## src/rtl/uart_tx.sv

```systemverilog
// uart_tx -- UART transmitter for the hx8k_breakout UART path.
//
// Serialises one word per frame onto uart0_txd: start bit (0), data bits
// LSB first, an optional parity bit, then one or two stop bits (1). Words
// are taken over a valid/ready handshake. A new frame only starts while the
// synchronised CTS# input is low. A frame that has started always completes.
//
// Ports
//   clk        in   board clock
//   resetn     in   asynchronous active-low reset
//   tx_data    in   word to send, captured on the accepting edge
//   tx_valid   in   tx_data is valid
//   tx_ready   out  a word presented now would be accepted at the next edge
//   tx_busy    out  a frame is in progress (registered)
//   uart0_cts  in   CTS#, asynchronous, active-low (0 = peer may receive)
//   uart0_txd  out  serial line, idle high (registered)

module uart_tx #(
  parameter int CLK_FREQ_HZ     = 12_000_000,
  parameter int BAUD_RATE_BPS   = 9600,
  parameter int BAUD_RATE_COUNT = CLK_FREQ_HZ / BAUD_RATE_BPS,
  parameter int UART_DATA_BITS  = 8,
  parameter int PARITY_BITS     = 0,
  parameter int PARITY_ODD      = 0,
  parameter int STOP_BITS       = 1,
  parameter int SYNC_STAGES     = 3
) (
  input  logic                      clk,
  input  logic                      resetn,
  input  logic [UART_DATA_BITS-1:0] tx_data,
  input  logic                      tx_valid,
  output logic                      tx_ready,
  output logic                      tx_busy,
  input  logic                      uart0_cts,
  output logic                      uart0_txd
);

  localparam int CNT_W = $clog2(BAUD_RATE_COUNT);
  localparam int IDX_W = $clog2(UART_DATA_BITS);

  localparam logic [CNT_W-1:0] CNT_ZERO  = {CNT_W{1'b0}};
  localparam logic [CNT_W-1:0] CNT_ONE   = CNT_W'(1);
  localparam logic [CNT_W-1:0] CNT_MAX   = CNT_W'(BAUD_RATE_COUNT - 1);
  localparam logic [IDX_W-1:0] IDX_ZERO  = {IDX_W{1'b0}};
  localparam logic [IDX_W-1:0] IDX_ONE   = IDX_W'(1);
  localparam logic [IDX_W-1:0] DATA_LAST = IDX_W'(UART_DATA_BITS - 1);
  localparam logic [IDX_W-1:0] STOP_LAST = IDX_W'(STOP_BITS - 1);

  typedef enum logic [2:0] {
    S_IDLE   = 3'd0,
    S_START  = 3'd1,
    S_DATA   = 3'd2,
    S_PARITY = 3'd3,
    S_STOP   = 3'd4
  } state_t;

  // Parity bit that makes the total count of ones even (or odd when PARITY_ODD).
  function automatic logic calc_parity(input logic [UART_DATA_BITS-1:0] d);
    return (^d) ^ (PARITY_ODD != 0);
  endfunction

  state_t                    state_r, state_nxt_s;
  logic [CNT_W-1:0]          cnt_r, cnt_nxt_s;
  logic [IDX_W-1:0]          idx_r, idx_nxt_s;
  logic [UART_DATA_BITS-1:0] shift_r, shift_nxt_s;
  logic                      parity_r, parity_nxt_s;
  logic                      txd_r, txd_nxt_s;
  logic                      busy_r, busy_nxt_s;
  logic [SYNC_STAGES-1:0]    cts_sync_r;

  logic cts_ok_s;
  logic baud_tick_s;
  logic ready_s;
  logic accept_s;

  // CTS# synchroniser; resets to "blocked" so no frame starts until low CTS# has crossed.
  always_ff @(posedge clk or negedge resetn) begin
    if (!resetn) begin
      cts_sync_r <= {SYNC_STAGES{1'b1}};
    end else begin
      cts_sync_r <= {cts_sync_r[SYNC_STAGES-2:0], uart0_cts};
    end
  end

  assign cts_ok_s    = (cts_sync_r[SYNC_STAGES-1] == 1'b0);
  assign baud_tick_s = (cnt_r == CNT_MAX);
  // Ready in IDLE, or in the very last cycle of the last stop bit so the next
  // start bit follows with no idle gap.
  assign ready_s     = cts_ok_s &&
                       ((state_r == S_IDLE) ||
                        ((state_r == S_STOP) && (idx_r == STOP_LAST) && baud_tick_s));
  assign accept_s    = tx_valid && ready_s;

  // Next-state and datapath decode for the frame sequencer.
  always_comb begin
    state_nxt_s  = state_r;
    cnt_nxt_s    = cnt_r;
    idx_nxt_s    = idx_r;
    shift_nxt_s  = shift_r;
    parity_nxt_s = parity_r;
    txd_nxt_s    = txd_r;
    busy_nxt_s   = busy_r;

    // The bit timer runs only inside a frame and wraps at the end of each bit.
    if (state_r == S_IDLE) begin
      cnt_nxt_s = CNT_ZERO;
    end else if (baud_tick_s) begin
      cnt_nxt_s = CNT_ZERO;
    end else begin
      cnt_nxt_s = cnt_r + CNT_ONE;
    end

    case (state_r)
      S_IDLE: begin
        idx_nxt_s  = IDX_ZERO;
        txd_nxt_s  = 1'b1;
        busy_nxt_s = 1'b0;
      end
      S_START: begin
        if (baud_tick_s) begin
          state_nxt_s = S_DATA;
          idx_nxt_s   = IDX_ZERO;
          txd_nxt_s   = shift_r[0];
        end else begin
          state_nxt_s = S_START;
        end
      end
      S_DATA: begin
        if (baud_tick_s) begin
          if (idx_r == DATA_LAST) begin
            idx_nxt_s = IDX_ZERO;
            if (PARITY_BITS != 0) begin
              state_nxt_s = S_PARITY;
              txd_nxt_s   = parity_r;
            end else begin
              state_nxt_s = S_STOP;
              txd_nxt_s   = 1'b1;
            end
          end else begin
            // Data leaves LSB first; the shifter keeps the next bit at index 1.
            idx_nxt_s   = idx_r + IDX_ONE;
            shift_nxt_s = shift_r >> 1;
            txd_nxt_s   = shift_r[1];
          end
        end else begin
          state_nxt_s = S_DATA;
        end
      end
      S_PARITY: begin
        if (baud_tick_s) begin
          state_nxt_s = S_STOP;
          idx_nxt_s   = IDX_ZERO;
          txd_nxt_s   = 1'b1;
        end else begin
          state_nxt_s = S_PARITY;
        end
      end
      S_STOP: begin
        if (baud_tick_s) begin
          if (idx_r == STOP_LAST) begin
            state_nxt_s = S_IDLE;
            idx_nxt_s   = IDX_ZERO;
            txd_nxt_s   = 1'b1;
            busy_nxt_s  = 1'b0;
          end else begin
            idx_nxt_s = idx_r + IDX_ONE;
          end
        end else begin
          state_nxt_s = S_STOP;
        end
      end
      default: begin
        state_nxt_s = S_IDLE;
        cnt_nxt_s   = CNT_ZERO;
        idx_nxt_s   = IDX_ZERO;
        txd_nxt_s   = 1'b1;
        busy_nxt_s  = 1'b0;
      end
    endcase

    // An accept can only happen in IDLE or at the end of the final stop bit;
    // it overrides whatever those states decided and drives the start bit
    // on the accepting edge itself.
    if (accept_s) begin
      state_nxt_s  = S_START;
      cnt_nxt_s    = CNT_ZERO;
      idx_nxt_s    = IDX_ZERO;
      shift_nxt_s  = tx_data;
      parity_nxt_s = calc_parity(tx_data);
      txd_nxt_s    = 1'b0;
      busy_nxt_s   = 1'b1;
    end else begin
      state_nxt_s = state_nxt_s;
    end
  end

  // Sequencer state, bit timer, shifter and registered outputs.
  always_ff @(posedge clk or negedge resetn) begin
    if (!resetn) begin
      state_r  <= S_IDLE;
      cnt_r    <= CNT_ZERO;
      idx_r    <= IDX_ZERO;
      shift_r  <= {UART_DATA_BITS{1'b0}};
      parity_r <= 1'b0;
      txd_r    <= 1'b1;
      busy_r   <= 1'b0;
    end else begin
      state_r  <= state_nxt_s;
      cnt_r    <= cnt_nxt_s;
      idx_r    <= idx_nxt_s;
      shift_r  <= shift_nxt_s;
      parity_r <= parity_nxt_s;
      txd_r    <= txd_nxt_s;
      busy_r   <= busy_nxt_s;
    end
  end

  assign tx_ready  = ready_s;
  assign tx_busy   = busy_r;
  assign uart0_txd = txd_r;

endmodule

```

## config.mk

```make
export PLATFORM = sky130hd
export DESIGN_NAME = uart_tx
export DESIGN_NICKNAME = d
export VERILOG_FILES = /design/src/rtl/uart_tx.sv
export SDC_FILE = /design/constraint.sdc
export NUM_CORES = 1
export LEC_CHECK = 0
export CAP_MARGIN = 10
export CORE_MARGIN = 2
export CORE_UTILIZATION = 60
export CTS_CLUSTER_SIZE = 8
export DETAILED_ROUTE_END_ITERATION = 8
export PLACE_DENSITY = 0.94
export SLEW_MARGIN = 20
export SYNTH_ARGS = -nofsm -noshare
export SYNTH_HDL_FRONTEND = slang
export SYNTH_SLANG_ARGS = --single-unit
```

## constraint.sdc

```tcl
create_clock -name clk -period 5.31 [get_ports clk]
set_input_delay 1.3275 -clock clk [delete_from_list [all_inputs] [get_ports clk]]
set_output_delay 1.3275 -clock clk [all_outputs]
set_load 0.02 [all_outputs]
```

==> results.md, run 1 <==
- ANT nets after route: 0
- Req. time, crit path: 3.98 ns
- Gate count of the mapped netlist: between 100 and 150
- H-tree levels: 2
- Outcome: finished, final reports clean
- Share of layout cells above drive strength 1: roughly 25%
- Die Ht: between 50 and 60 um
- Final hold vios: 0
- Inserted Clock Buffers: 5
- Int Power: 0.000309 W
- GRT Total Usage: 22.1%
- Setup tns final: 0 ns
- Post-route worst setup slack: 1.59 ns
- Met3 Usage GRT: 7.21%
- Yosys warning count: 0
- EDFF count, synth: 0
- Fillers: 180
- Cell area after synthesis: around 0.0016 mm2
- Initial drt markers: 38
- Netlist cell types: 45
- N_diodes: 0
- CP peak stage delay: between 0.6 and 0.7 ns
- Setup Fix Bufs, Post-CTS: 0
- Yosys top cell area share: 40.5%
- Drt drc: 0
- Cts hold-fix bufs: 0
- Hold Path Class: flip-flop to flip-flop
- Actual slew at the worst max-slew pin: 0.730 ns
- Period utilization: 70.1%
- Clk sink count: 30
- Final Net Count: 176
- Root Buffer: clkbuf_4
- Clock Latency Late Sink: 0.34 ns
- Storage element area: 756 um2
- Initial Util: 64.3%
- Arrival @ worst endpoint: about 2.4 ns
- Clock network fraction of design power: 36.2%
- Comb power frac: 4.9%
- Switch Pwr: 0.0000900 W
- Vias in the first global route: 1142
- Die outline area: around 0.0031 mm2
- Crit-path cells: inv_1, ha_1, nor3b_2, a41oi_2, nor4_1, clkdlybuf4s50_1
- Post-route insts no fill: 190
- CP bufs+invs: 2
- Critical Path Fanout Max: 6
- Core outline area: 0.00250 mm2
- Final setup skew: 0.00643 ns
- Seq pwr share: 58.9%
- Worst slack, placed: 1.95 ns
- CP Class: flip-flop to primary output
- Top cells by area, synth: dfrtp_1 40%, dfstp_2 6.5%, mux2_2 6.3%
- GR Util met1: 26.7%
- Worst IR Drop VDD: 0.000225 V
- Crit-path slowest cell: clkdlybuf4s50_1
- Cell Pwr Density: ~220 mW/mm2
- WL per Instance: 15.7 um
- Grt met2 use: a little over a third
- Leading area contributor after synthesis: dfrtp_1
- Initial antenna violation count: 0
- Syn avg cell area: 11.2 um2
- PortBufs: 14
- Pin count of the biggest net entering global routing: 31
- Multi-input logic area: approximately 790 um2
- Clk buf depth: 2
- Seq cells post-synth: 30
- Routed vias: 1161
- CP delay by family, top: buffers and inverters
- Static Leak: 0.796 nW
- FP Rows: 18
- Endpoints failing setup: 0
- Crit. End Element: primary output
- Core Util, Final: roughly 73%
- # IOs: 15
- Layer with the highest usage: met2
- Clk pin slew, worst setup/hold paths: roughly 0.1 ns
- Top-count cell post-synth: dfrtp_1
- Routed wire length: 2980 um
- Area Growth Syn to Fin: 13.6%
- Post-cts resize count: 0
- RSZ-0062 raised after global routing: no
- Placed cell count: 182
- Average vias per placed instance: ~6.1
- Max Slew Vio Count: 0
- CP Launch Type: flip-flop
- RD Place Congestion: 0.795
- Detailed-router iteration count before antenna repair: 4
- Remaining Overflow, GRT: 0
- Sequential area share after synthesis: 47.0%
- CTS tree: built
- Max-Cap Viols: 0
- Min Tclk post-route: 3.72 ns
- Syn_nets: 160
- Top cells by count, synth: 26 x dfrtp_1, 15 x nor2_1, 9 x mux2_2, 9 x nand2_1, 8 x xor2_1
- Switching part of the total power: 22.6%
- First-pass GRT wire length: 5180 um
- Ys async rst share: 100%
- Ys flop type: dfrtp_1
- Slew headroom: 50.7%
- Final HPWL DP: around 2200 um
- Fmax: 269 MHz
- Die Wd: around 56 um
-- power groups by stage --
stage	clock network, W	registers [W]	logic (W)
final	0.000144	0.000235	0.0000196
after detailed placement	0	0.000240	0.0000200
after global routing	0.000158	0.000236	0.0000216
after global placement	0	0.000239	0.0000191
after CTS	0.000148	0.000235	0.0000201
after floorplan	0	0.000239	0.00000617
-- placed cells by master (no fill, tap or decap), types with 2 or more instances in the layout --
cell             netlist  layout
a21oi_1                3       3
clkbuf_4               0       5
ha_1                   5       5
nor2_1                15      15
clkdlybuf4s50_1        0      14
nand3_1                4       4
a22oi_1                2       2
nand2b_1               2       2
o22ai_1                2       2
xor2_1                 8       8
nand4_1                3       3
nor2b_1                4       4
o21ai_0                2       2
nand2_1                9       9
inv_1                  7       7
mux2_2                 9       9
mux2_4                 6       6
dfrtp_1               26      26
dfstp_2                4       4
nor3_1                 2       2
nor3b_1                2       2
-- flip-flops by register name, summed over array words and instances, names as in the netlist --
signal      count
cnt_r          11
cts_sync_r      3
idx_r           3
shift_r         8
state_r         3
tx_busy         1
uart0_txd       1
-- cell type report --
type / count / area share (%)
clock buffers: 6 / 2.81
clock inverters: 2 / 0.686
inverters: 7 / 1.44
multi-input cells: 100 / 43.5
flip-flops and latches: 30 / 41.4
well taps: 30 / 2.06
repair buffers: 15 / 8.09
-- per-layer routing --
layer	vias up	wire length, um
met4	0	98
li1	540	-
met5	-	0
met3	10	182
met2	40	1540
met1	571	1160
-- cell families after synthesis --
logic type / after synthesis / share of synthesized area [%]
AO/OA/AOI/OAI: 16 / 7.32
XOR/XNOR: 9 / 4.91
adder cells (fa/ha/maj): 5 / 3.89
buffers and inverters: 13 / 3.82
flip-flops: 30 / 47.0
multiplexers: 16 / 12.5
AND/OR/NAND/NOR: 54 / 20.5
-- worst paths after layout --
kind | from | endpoint | slack, ns | cells past startpoint
worst max-delay path | cnt_r[1]$_DFF_PN0_ | tx_ready | 1.59 | 6
worst min-delay path | cts_sync_r[1]$_DFF_PN1_ | cts_sync_r[2]$_DFF_PN1_ | 0.35 | 0
worst max register to register | state_r[0]$_DFFE_PN0P_ | shift_r[3]$_DFFE_PN0P_ | 3.01 | 3
worst min register to register | cts_sync_r[1]$_DFF_PN1_ | cts_sync_r[2]$_DFF_PN1_ | 0.35 | 0
max in group asynchronous | resetn | cts_sync_r[0]$_DFF_PN1_ | 3.63 | 2
min in group asynchronous | resetn | idx_r[2]$_DFFE_PN0P_ | 1.36 | 2
-- through the flow --
stage	area [um2]	hold slack, ns	power (W)
final	1820	0.352	0.000399
after global routing	1820	0.352	0.000415
after CTS	1820	0.350	0.000404
after detailed placement	1760	0.347	0.000260
after global placement	1760	0.348	0.000258
after floorplan	1610	0.345	0.000245
Note: power is estimated with default switching activity, not from simulation.
==> inputs of run 2 (changes only) <==
- CORE_UTILIZATION: 60 -> 56
- PLACE_DENSITY: 0.94 -> 0.89
- clock period: 5.31 -> 3.8 ns (I/O delays scaled with it)
==> run 2 against run 1 <==
Effect of this change: register-to-register slack worse by 1.6 ns; non-clock buffer count increased by 1; first-iteration DRC count increased by 74%; total power up 34%; critical endpoint unchanged; clock power is 25% higher; hold slack improved by 0.0067 ns; via count is 0.69% lower.
==> results.md, run 2 (synthesized netlist as in run 1, its figures left out) <==
- Outcome: finished, final reports clean
- Core Util, Final: 66.4% (-6.6 points)
- Detailed-router iteration count before antenna repair: 4 (unchanged)
- Final instance area: 0.00181 mm2 (-0.55%)
- Die Ht: 57.6 um (+3.3%)
- Clk sink count: 30 (unchanged)
- Post-cts resize count: 0 (unchanged)
- Slew headroom: 32.8% (-18 points)
- Initial drt markers: 66 (+74%)
- Max Slew Vio Count: 0 (unchanged)
- Arrival @ worst endpoint: 2.35 ns (-0.04 ns)
- Met3 WL: 155 um (-15%)
- Min Tclk post-route: 3.30 ns
- FP Rows: 19 (+1)
- Endpoints failing setup: 0 (unchanged)
- Initial antenna violation count: 0 (unchanged)
- Initial Util: 58.8% (-5.5 points)
- Final setup skew: 0.0144 ns (+0.00792 ns)
- Critical Path Fanout Max: 6 (unchanged)
- Clk buf depth: 2 (unchanged)
- Drt drc: 0 (unchanged)
- Die Wd: 57.6 um (+3.3%)
- Root Buffer: clkbuf_4
- Commonest cells after routing, fill and taps aside: 26 x dfrtp_1, 15 x nor2_1, 14 x clkdlybuf4s50_1, 9 x nand2_1, 9 x mux2_2
- Clk pin slew, worst setup/hold paths: 0.09 ns (about the same)
- Die outline area: 0.00331 mm2 (+6.6%)
- H-tree levels: 2 (unchanged)
- Max layer used: met4
- Vias in the first global route: 1127 (-1.3%)
- Actual slew at the worst max-slew pin: 1.00 ns (+0.271 ns)
- N_diodes: 0 (unchanged)
- PortBufs: 14 (unchanged)
- First-pass GRT wire length: 4960 um (-4.1%)
- Largest reg by FF count: cnt_r
- DP Area: 0.00177 mm2 (+0.50%)
- Final HPWL DP: 2110 um (-3.7%)
- Cts hold-fix bufs: 0 (unchanged)
- Multi-input logic area: 790 um2 (-0.47%)
- Biggest regs: cnt_r (11), shift_r (8)
- Core outline area: 0.00273 mm2 (+9.4%)
- Fillers: 197 (+9.4%)
- Hold Path Class: flip-flop to flip-flop
- Crit. End Element: primary output
- Setup tns final: 0 ns (unchanged)
- Clock Latency Late Sink: 0.33 ns (about the same)
- Cell Pwr Density: 295 mW/mm2 (+35%)
- Inserted Clock Buffers: 5 (unchanged)
- Average vias per placed instance: 6.01 (-1.7%)
- RD Place Congestion: 0.849 (+6.8%)
- # IOs: 15 (unchanged)
- Remaining Overflow, GRT: 0 (unchanged)
- GRT Total Usage: 19.8% (-2.3 points)
- ANT nets after route: 0 (unchanged)
- CTS tree: built
- Pin count of the biggest net entering global routing: 31 (unchanged)
- Max reg flops: 11 (unchanged)
- Max-Cap Viols: 0 (unchanged)
- Routed length on met1: 1240 um (+6.9%)
- CP Launch Type: flip-flop
- CP Class: flip-flop to primary output
- Static Leak: 0.792 nW (-0.52%)
- Routed vias: 1153 (-0.69%)
- Final hold vios: 0 (unchanged)
- Routed wire length: 2950 um (-0.91%)
- Final Net Count: 177 (+0.57%)
- Period utilization: 86.8%
- Setup Fix Bufs, Post-CTS: 0 (unchanged)
- RSZ-0062 raised after global routing: no
- Reg2Reg Setup Slack: 1.36 ns (-1.65 ns)
- Storage element area: 756 um2 (unchanged)
- Fmax: 303 MHz
- Req. time, crit path: 2.85 ns (-1.13 ns)
- Metal2 WL: 1500 um (-2.4%)
- Area Growth Syn to Fin: 12.9%
- Worst IR Drop VDD: 0.000260 V (+16%)
- Commonest non-fill, non-tap cell in the layout: dfrtp_1
- Share of layout cells above drive strength 1: 23.0% (-2.0 points)
- WL per Instance: 15.4 um (-1.9%)
run 2: cell types whose count changed in the layout (fill, tap and decap cells not counted):
cell / previous run / this run
clkbuf_1: 0 / 3
o21ai_2: 1 / 0
clkbuf_8: 1 / 0
clkinv_2: 1 / 0
o21ai_1: 0 / 1
buf_4: 1 / 2
clkinvlp_4: 1 / 0
run 2: area by class of cell:
type | count | share of cell area (%)
Tap cell | 31 | 2.14
Clock buffer | 8 | 2.69
Multi-Input combinational cell | 100 | 43.5
Sequential cell | 30 | 41.7
Timing Repair Buffer | 16 | 8.55
Inverter | 7 | 1.45
run 2: worst paths after layout:
check	from	to	cells past startpoint
worst max-delay path	cnt_r[1]$_DFF_PN0_	tx_ready	6
worst min-delay path	cts_sync_r[0]$_DFF_PN1_	cts_sync_r[1]$_DFF_PN1_	0
worst max register to register	state_r[0]$_DFFE_PN0P_	idx_r[1]$_DFFE_PN0P_	4
worst min register to register	cts_sync_r[0]$_DFF_PN1_	cts_sync_r[1]$_DFF_PN1_	0
max in group asynchronous	resetn	cts_sync_r[0]$_DFF_PN1_	2
min in group asynchronous	resetn	idx_r[2]$_DFFE_PN0P_	2
run 2: worst max-delay path: stages (launching register included):
cell             delay [ns]
dfrtp_1                0.42
inv_1                  0.07
ha_1                   0.13
nor3b_2                0.30
a41oi_2                0.25
nor4_1                 0.21
clkdlybuf4s50_1        0.64
run 2: per-stage QoR:
step,hold slack [ns],setup slack [ns],std cells,power [W]
after detailed placement,0.348,0.875,184,0.000363
after global routing,0.365,0.361,192,0.000556
final,0.359,0.500,192,0.000536
after CTS,0.359,0.498,192,0.000538
after floorplan,0.345,1.18,143,0.000342
after global placement,0.347,0.937,184,0.000361
run 2: power breakdown:
group / internal, W / switching, W / leakage (nW)
registers: 0.000326 / 0.00000272 / 0.365
logic: 0.0000175 / 0.00000988 / 0.400
clock network: 0.0000736 / 0.000106 / 0.0265
total: 0.000417 / 0.000119 / 0.792
run 2: routing by layer:
metal	up-vias	track usage, %
met5	-	0
met4	0	9.63
met3	8	4.76
met2	45	33.0
met1	564	24.0
li1	536	-
